## config.mk

```make
export PLATFORM = sky130hd
export DESIGN_NAME = pc_unit
export DESIGN_NICKNAME = d
export VERILOG_FILES = /design/src/rtl/pc_unit.sv
export SDC_FILE = /design/constraint.sdc
export NUM_CORES = 1
export LEC_CHECK = 0
export ABC_AREA = 1
export CELL_PAD_IN_SITES_DETAIL_PLACEMENT = 1
export CELL_PAD_IN_SITES_GLOBAL_PLACEMENT = 2
export CORE_ASPECT_RATIO = 0.9
export CORE_MARGIN = 3
export CORE_UTILIZATION = 24
export CTS_CLUSTER_SIZE = 10
export DETAILED_ROUTE_END_ITERATION = 8
export PLACE_DENSITY = 0.82
export SLEW_MARGIN = 40
export SYNTH_ARGS = -nofsm -noshare
export SYNTH_HDL_FRONTEND = slang
export SYNTH_SLANG_ARGS = --single-unit
```

## constraint.sdc

```tcl
create_clock -name clk -period 3.25 [get_ports clk]
set_input_delay 0.65 -clock clk [delete_from_list [all_inputs] [get_ports clk]]
set_output_delay 0.65 -clock clk [all_outputs]
set_load 0.05 [all_outputs]
```

## src/rtl/pc_unit.sv

```systemverilog
// Instruction-fetch program counter with reset vector, configurable step, stall,
// branch redirect and an optional return-address stack enabled by PC_RAS_EN.
module pc_unit #(
  parameter int unsigned ADDR_WIDTH = 12,
  parameter int unsigned RESET_ADDR = 0,
  parameter int unsigned INC        = 1,
  parameter int unsigned RAS_DEPTH  = 4
) (
  input  logic                             clk,
  input  logic                             reset,
  input  logic                             stall,
  input  logic                             branch_en,
  input  logic [ADDR_WIDTH-1:0]            branch_target,
  input  logic                             call_en,
  input  logic                             ret_en,
  output logic [ADDR_WIDTH-1:0]            pc_out,
  output logic [$clog2(RAS_DEPTH+1)-1:0]   ras_depth,
  output logic                             ras_ovf,
  output logic                             ras_unf
);

  localparam int DW = $clog2(RAS_DEPTH + 1);
  localparam logic [ADDR_WIDTH-1:0] RST_PC = ADDR_WIDTH'(RESET_ADDR);
  localparam logic [ADDR_WIDTH-1:0] STEP   = ADDR_WIDTH'(INC);

  logic [ADDR_WIDTH-1:0] pc_q;
  logic [ADDR_WIDTH-1:0] pc_d;
  logic [ADDR_WIDTH-1:0] seq_pc;

  assign seq_pc = pc_q + STEP;
  assign pc_out = pc_q;

  always_ff @(posedge clk or negedge reset) begin
    if (!reset) begin
      pc_q <= RST_PC;
    end else begin
      pc_q <= pc_d;
    end
  end

`ifdef PC_RAS_EN

  localparam int PW = (RAS_DEPTH > 1) ? $clog2(RAS_DEPTH) : 1;
  localparam logic [DW-1:0] FULL = DW'(RAS_DEPTH);
  localparam logic [PW-1:0] LAST = PW'(RAS_DEPTH - 1);

  logic [ADDR_WIDTH-1:0] ras_mem [RAS_DEPTH];
  logic [PW-1:0]         top_q;
  logic [PW-1:0]         top_d;
  logic [PW-1:0]         top_inc;
  logic [PW-1:0]         top_dec;
  logic [DW-1:0]         depth_q;
  logic [DW-1:0]         depth_d;
  logic                  ovf_q;
  logic                  ovf_d;
  logic                  unf_q;
  logic                  unf_d;
  logic                  wr_en;
  logic [PW-1:0]         wr_idx;
  logic                  ras_empty;
  logic                  ras_full;

  // Circular buffer: a push when full lands on the oldest slot, discarding it.
  assign top_inc   = (top_q == LAST) ? '0 : top_q + PW'(1);
  assign top_dec   = (top_q == '0) ? LAST : top_q - PW'(1);
  assign ras_empty = (depth_q == '0);
  assign ras_full  = (depth_q == FULL);

  always_comb begin
    pc_d    = pc_q;
    top_d   = top_q;
    depth_d = depth_q;
    ovf_d   = ovf_q;
    unf_d   = unf_q;
    wr_en   = 1'b0;
    wr_idx  = top_q;
    if (!stall) begin
      if (ret_en && !ras_empty) begin
        pc_d = ras_mem[top_q];
        if (call_en) begin
          // Coroutine swap: the popped slot is reused for the new return address.
          wr_en  = 1'b1;
          wr_idx = top_q;
        end else begin
          top_d   = top_dec;
          depth_d = depth_q - DW'(1);
        end
      end else begin
        if (ret_en) begin
          unf_d = 1'b1;
        end
        if (call_en) begin
          pc_d   = branch_target;
          wr_en  = 1'b1;
          wr_idx = top_inc;
          top_d  = top_inc;
          if (ras_full) begin
            ovf_d = 1'b1;
          end else begin
            depth_d = depth_q + DW'(1);
          end
        end else if (branch_en) begin
          pc_d = branch_target;
        end else begin
          pc_d = seq_pc;
        end
      end
    end
  end

  always_ff @(posedge clk) begin
    if (wr_en) begin
      ras_mem[wr_idx] <= seq_pc;
    end
  end

  always_ff @(posedge clk or negedge reset) begin
    if (!reset) begin
      top_q   <= LAST;
      depth_q <= '0;
      ovf_q   <= 1'b0;
      unf_q   <= 1'b0;
    end else begin
      top_q   <= top_d;
      depth_q <= depth_d;
      ovf_q   <= ovf_d;
      unf_q   <= unf_d;
    end
  end

  assign ras_depth = depth_q;
  assign ras_ovf   = ovf_q;
  assign ras_unf   = unf_q;

`else

  logic unused_ret;
  assign unused_ret = ret_en;

  // Without a stack, a call is an ordinary redirect.
  always_comb begin
    pc_d = pc_q;
    if (!stall) begin
      if (call_en || branch_en) begin
        pc_d = branch_target;
      end else begin
        pc_d = seq_pc;
      end
    end
  end

  assign ras_depth = '0;
  assign ras_ovf   = 1'b0;
  assign ras_unf   = 1'b0;

`endif

endmodule

```

# == Word-level counts from Yosys, hierarchy flattened ==
# Cells that the tools add are included.
# totals
output_inout_bits,17
elab_cells,4
romBits,0
mem_bits_rw,0
latchBits,0
input_bits,18
mem_count,0
register_bits,12
# op_classes
addsub,1
magnitude_cmp,0
reduce_logical,1
n_eq_ne,0
div_mod_pow,0
n_shift,0
bitwise_logic,0
multipliers,0
n_mux,1
# ops
op,count
12-bit by 1-bit adder with 12-bit output (second input constant),1
12-bit 2-to-1 mux,1
1-bit logical OR,1

# == Logic depth before layout (Yosys ltp) ==
# depth
word_depth,2
mapped_depth,8
ltp_nobuf,8

# == Least setup slack after synthesis ==
# OpenSTA, ideal clock, no wires.
# synth_timing
kind,reg-to-reg
start,reg pc_q[1] (netlist: pc_out[1])
end,reg pc_q[8] (netlist: pc_out[8])
arrival_time_ps,1493
path_slack_ps,1639
t_required_ps,3132
path_stages_with_launch,9
synth_period_minus_slack_ps,1611
setup_time_ps,118
path_buffers,0
cell_sequence,dfrtp_1 -> ha_1 -> nand2_2 -> nor2_4 -> nand2_1 -> nand2_1 -> nand3_1 -> nand2_1 -> nand2_1
# synth_between
elab_chain_cells,2
# synth_rtl
item,line,source
"start, declared",26,logic [ADDR_WIDTH-1:0] pc_q;
"start signal, assigned",37,pc_q <= pc_d;
12-bit by 1-bit adder with 12-bit output,30,assign seq_pc = pc_q + STEP;
12-bit 2-to-1 mux,144,if (call_en || branch_en) begin
# No other way between the ends.
# A chain may end at the register's enable or synchronous reset.

# == Worst setup path after layout ==
# layout_timing
start,reg pc_q[3] (netlist: pc_out[3])
end,out pc_out[3]
# layout_rtl
item,line,source
"end, declared",16,"output logic [ADDR_WIDTH-1:0] pc_out,"
# No word-level cell between the ends.

==> results.toml <==
[cells_and_area]
layout-drive-gt1-share_pct = 12.5
largest_register_ffs = 12
areaGrowthSynthToFinish_pct = 38.0
final_cell_area_sq_um = 1230
fin_cells = 196
nets = 172
antenna_cells = 0

[detailed_routing]
postRouteAntennaNets = 0
routed_wl_um = 2510
drtPass1Iterations = 2
via_per_inst = 4.46
drc = 0
routedWlPerCell_um = 12.8
vias = 875
initialDrtViolationCount = 16

[timing]
maxSlewViolCount = 0
final.period_utilization_pct = 67.9
hold_violations = 0
tightest_slew_ns = 0.568
fin_tns_setup_ns = 0
setup_viol = 0
rsz0062_at_grt = "no"
fin_crit_ns = 2.21
skew_ns = 0.00741
slew_headroom_pct = 62.0
setup_ws_ns = 1.04
fmax_ghz = 0.453

[global_routing]
grt_start_max_net_pins = 25
grt_pass1_wl_um = 4290
antenna_found_initial = 0
grt_pass1_vias = 909
grt_overflow_total = 0
grt_usage_pct = 12.1

[power]
p_total_uw = 599
p_comb_share_pct = 39.0
irDropWorstVdd_mv = 0.206
pwr_density_cell_nw_per_um2 = 487
sw_frac_of_total_pct = 40.4
p_leak_nw = 0.518
p_switching_uw = 242
power.share.clock_pct = 28.0
p_int_uw = 357
seq_power_share_pct = 33.1

[floorplan]
std_cell_rows = 20
core_area_sq_um = 3480
die-area_sq_um = 4490
dieHeight_um = 63.8
io_pins = 35
fp.dieW_um = 70.3
initial_core_util_pct = 25.6

[clock_network]
clock_sinks = 12
post_cts_buffers = 0
cts_tree = "yes"
clkTransAtPathRegs_ns = 0.06
worstSkewPairLatency_ns = 0.25
postCtsResizedCells = 0
cts.hold.buffers_added = 0
cts-root-buf = "clkbuf_8"
cts_buffers = 3
cts_max_level = 1
cts_buffer_depth = 2

[worst_setup_path]
cp-end-kind = "output pin"
startpoint = "pc_out[3]"
start_kind = "flip-flop"
reg2reg_from = "pc_out[1]"
ff2ff_setup_slack_ns = 1.88
cp.depth = 1
r2r_end = "pc_out[10]"
path_cells = "clkdlybuf4s50_1"
cp_top_family = "buffers and inverters"
crit_arrival_ns = 1.56
crit_fanout = 6
cp_slowest_stage_delay_ns = 0.85
crit_path_end = "pc_out[3]"
crit_required_ns = 2.60
cp_slowest_cell = "clkdlybuf4s50_1"
r2r.worst_path.cells = 8
cp_num_buf_inv = 1
crit_type = "flip-flop to output pin"

[synth]
synthDistinctLibCells = 28
yosysWarningCount = 0
syn_area_sq_um = 892
synth_cells = 125
yosysSeqAreaShare_pct = 33.7
ys_seq_elements = 12
avgSynthCellArea_sq_um = 7.14

[place]
post_dp_cell_area_sq_um = 1180
placed_cells = 192
place_ws_ns = 0.862
hpwlAfterDp_um = 2010
gp_congestion = 0.718
io_buffer_count = 28

[job]
cap_violations = 0

[worst_hold_path]
hold_path.class = "flip-flop to flip-flop"

[status]
status = "finished clean"
-- through the flow --
| stage | hold slack (ns) | utilization (%) |
|---|---|---|
| global placement | 0.509 | 33.8 |
| floorplan | 0.354 | - |
| detailed placement | 0.537 | 33.8 |
| global route | 0.588 | 35.4 |
| finish | 0.546 | 35.4 |
| CTS | 0.553 | 35.4 |
-- how the worst min path moves through the flow --
| stage | from | endpoint | slack (ns) | cells after the start |
|---|---|---|---|---|
| 2_1_floorplan | reset | pc_out[0] | 0.35 | 0 |
| 3_3_place_gp | pc_out[11] | pc_out[11] | 0.51 | 2 |
| 3_5_place_dp | pc_out[10] | pc_out[10] | 0.54 | 2 |
| 4_1_cts | pc_out[10] | pc_out[10] | 0.55 | 2 |
| 5_1_grt | pc_out[11] | pc_out[11] | 0.59 | 2 |
| 6_report | pc_out[10] | pc_out[10] | 0.55 | 2 |
-- cell usage after synthesis --
master | n | area (sq um)
nor2_4 | 3 | 33.8
nand3b_1 | 2 | 15.0
nand2_1 | 30 | 113
or2_2 | 1 | 6.26
conb_1 | 1 | 3.75
nor3_1 | 2 | 10.0
a31o_1 | 1 | 8.76
o21ai_0 | 1 | 5.00
clkinv_1 | 1 | 3.75
nor2_1 | 13 | 48.8
dfrtp_1 | 12 | 300
inv_1 | 6 | 22.5
nand3_2 | 2 | 20.0
a21oi_1 | 10 | 50.1
buf_4 | 6 | 45.0
and2_1 | 1 | 6.26
o211ai_1 | 1 | 7.51
buf_2 | 2 | 10.0
nand2_4 | 1 | 11.3
nand4_1 | 1 | 6.26
or2_1 | 1 | 6.26
nor2_2 | 2 | 12.5
ha_1 | 1 | 12.5
nand2_2 | 5 | 31.3
buf_6 | 1 | 11.3
inv_4 | 1 | 6.26
nand3_1 | 9 | 45.0
o21ai_1 | 8 | 40.0
-- cell usage in the layout (no fill, tap or decap), types with 3 or more instances in the layout --
| cell type | synthesis | routed |
|---|---|---|
| nand2_1 | 30 | 30 |
| dfrtp_1 | 12 | 12 |
| clkdlybuf4s50_1 | 0 | 28 |
| conb_1 | 1 | 5 |
| a21oi_1 | 10 | 10 |
| inv_1 | 6 | 6 |
| nor2_1 | 13 | 13 |
| clkbuf_8 | 0 | 4 |
| nand3_1 | 9 | 9 |
| nand2_2 | 5 | 5 |
| o21ai_1 | 8 | 8 |
| nor2_4 | 3 | 3 |
-- power groups by stage --
| stage | registers, mW | logic (mW) | clock network [mW] |
|---|---|---|---|
| floorplan | 0.263 | 0.0957 | 0 |
| global placement | 0.200 | 0.232 | 0 |
| detailed placement | 0.201 | 0.236 | 0 |
| CTS | 0.199 | 0.237 | 0.170 |
| global route | 0.203 | 0.251 | 0.181 |
| finish | 0.198 | 0.233 | 0.167 |
-- area by class of cell --
cell class | instances | area (sq um)
clock buffers | 4 | 55.1
fillers | 418 | 2250
well taps | 44 | 55.1
multi-input cells | 100 | 508
flip-flops and latches | 12 | 300
repair buffers | 28 | 280
inverters | 8 | 32.5
-- per-layer routing --
metal	up-vias	routed length (um)	global-route usage, %
li1	452	-	-
met1	407	1130	14.9
met2	12	1280	20.7
met3	4	75	2.99
met4	0	23	3.59
met5	-	0	0
-- cells by family after synthesis --
logic type	Yosys count	share of synthesized area [%]
other cells	1	0.420
fa+ha+maj	1	1.40
compound gates	21	12.5
flops	12	33.7
simple gates	73	41.0
buf+inv	17	11.1
Note: power is estimated with default switching activity, not from simulation.
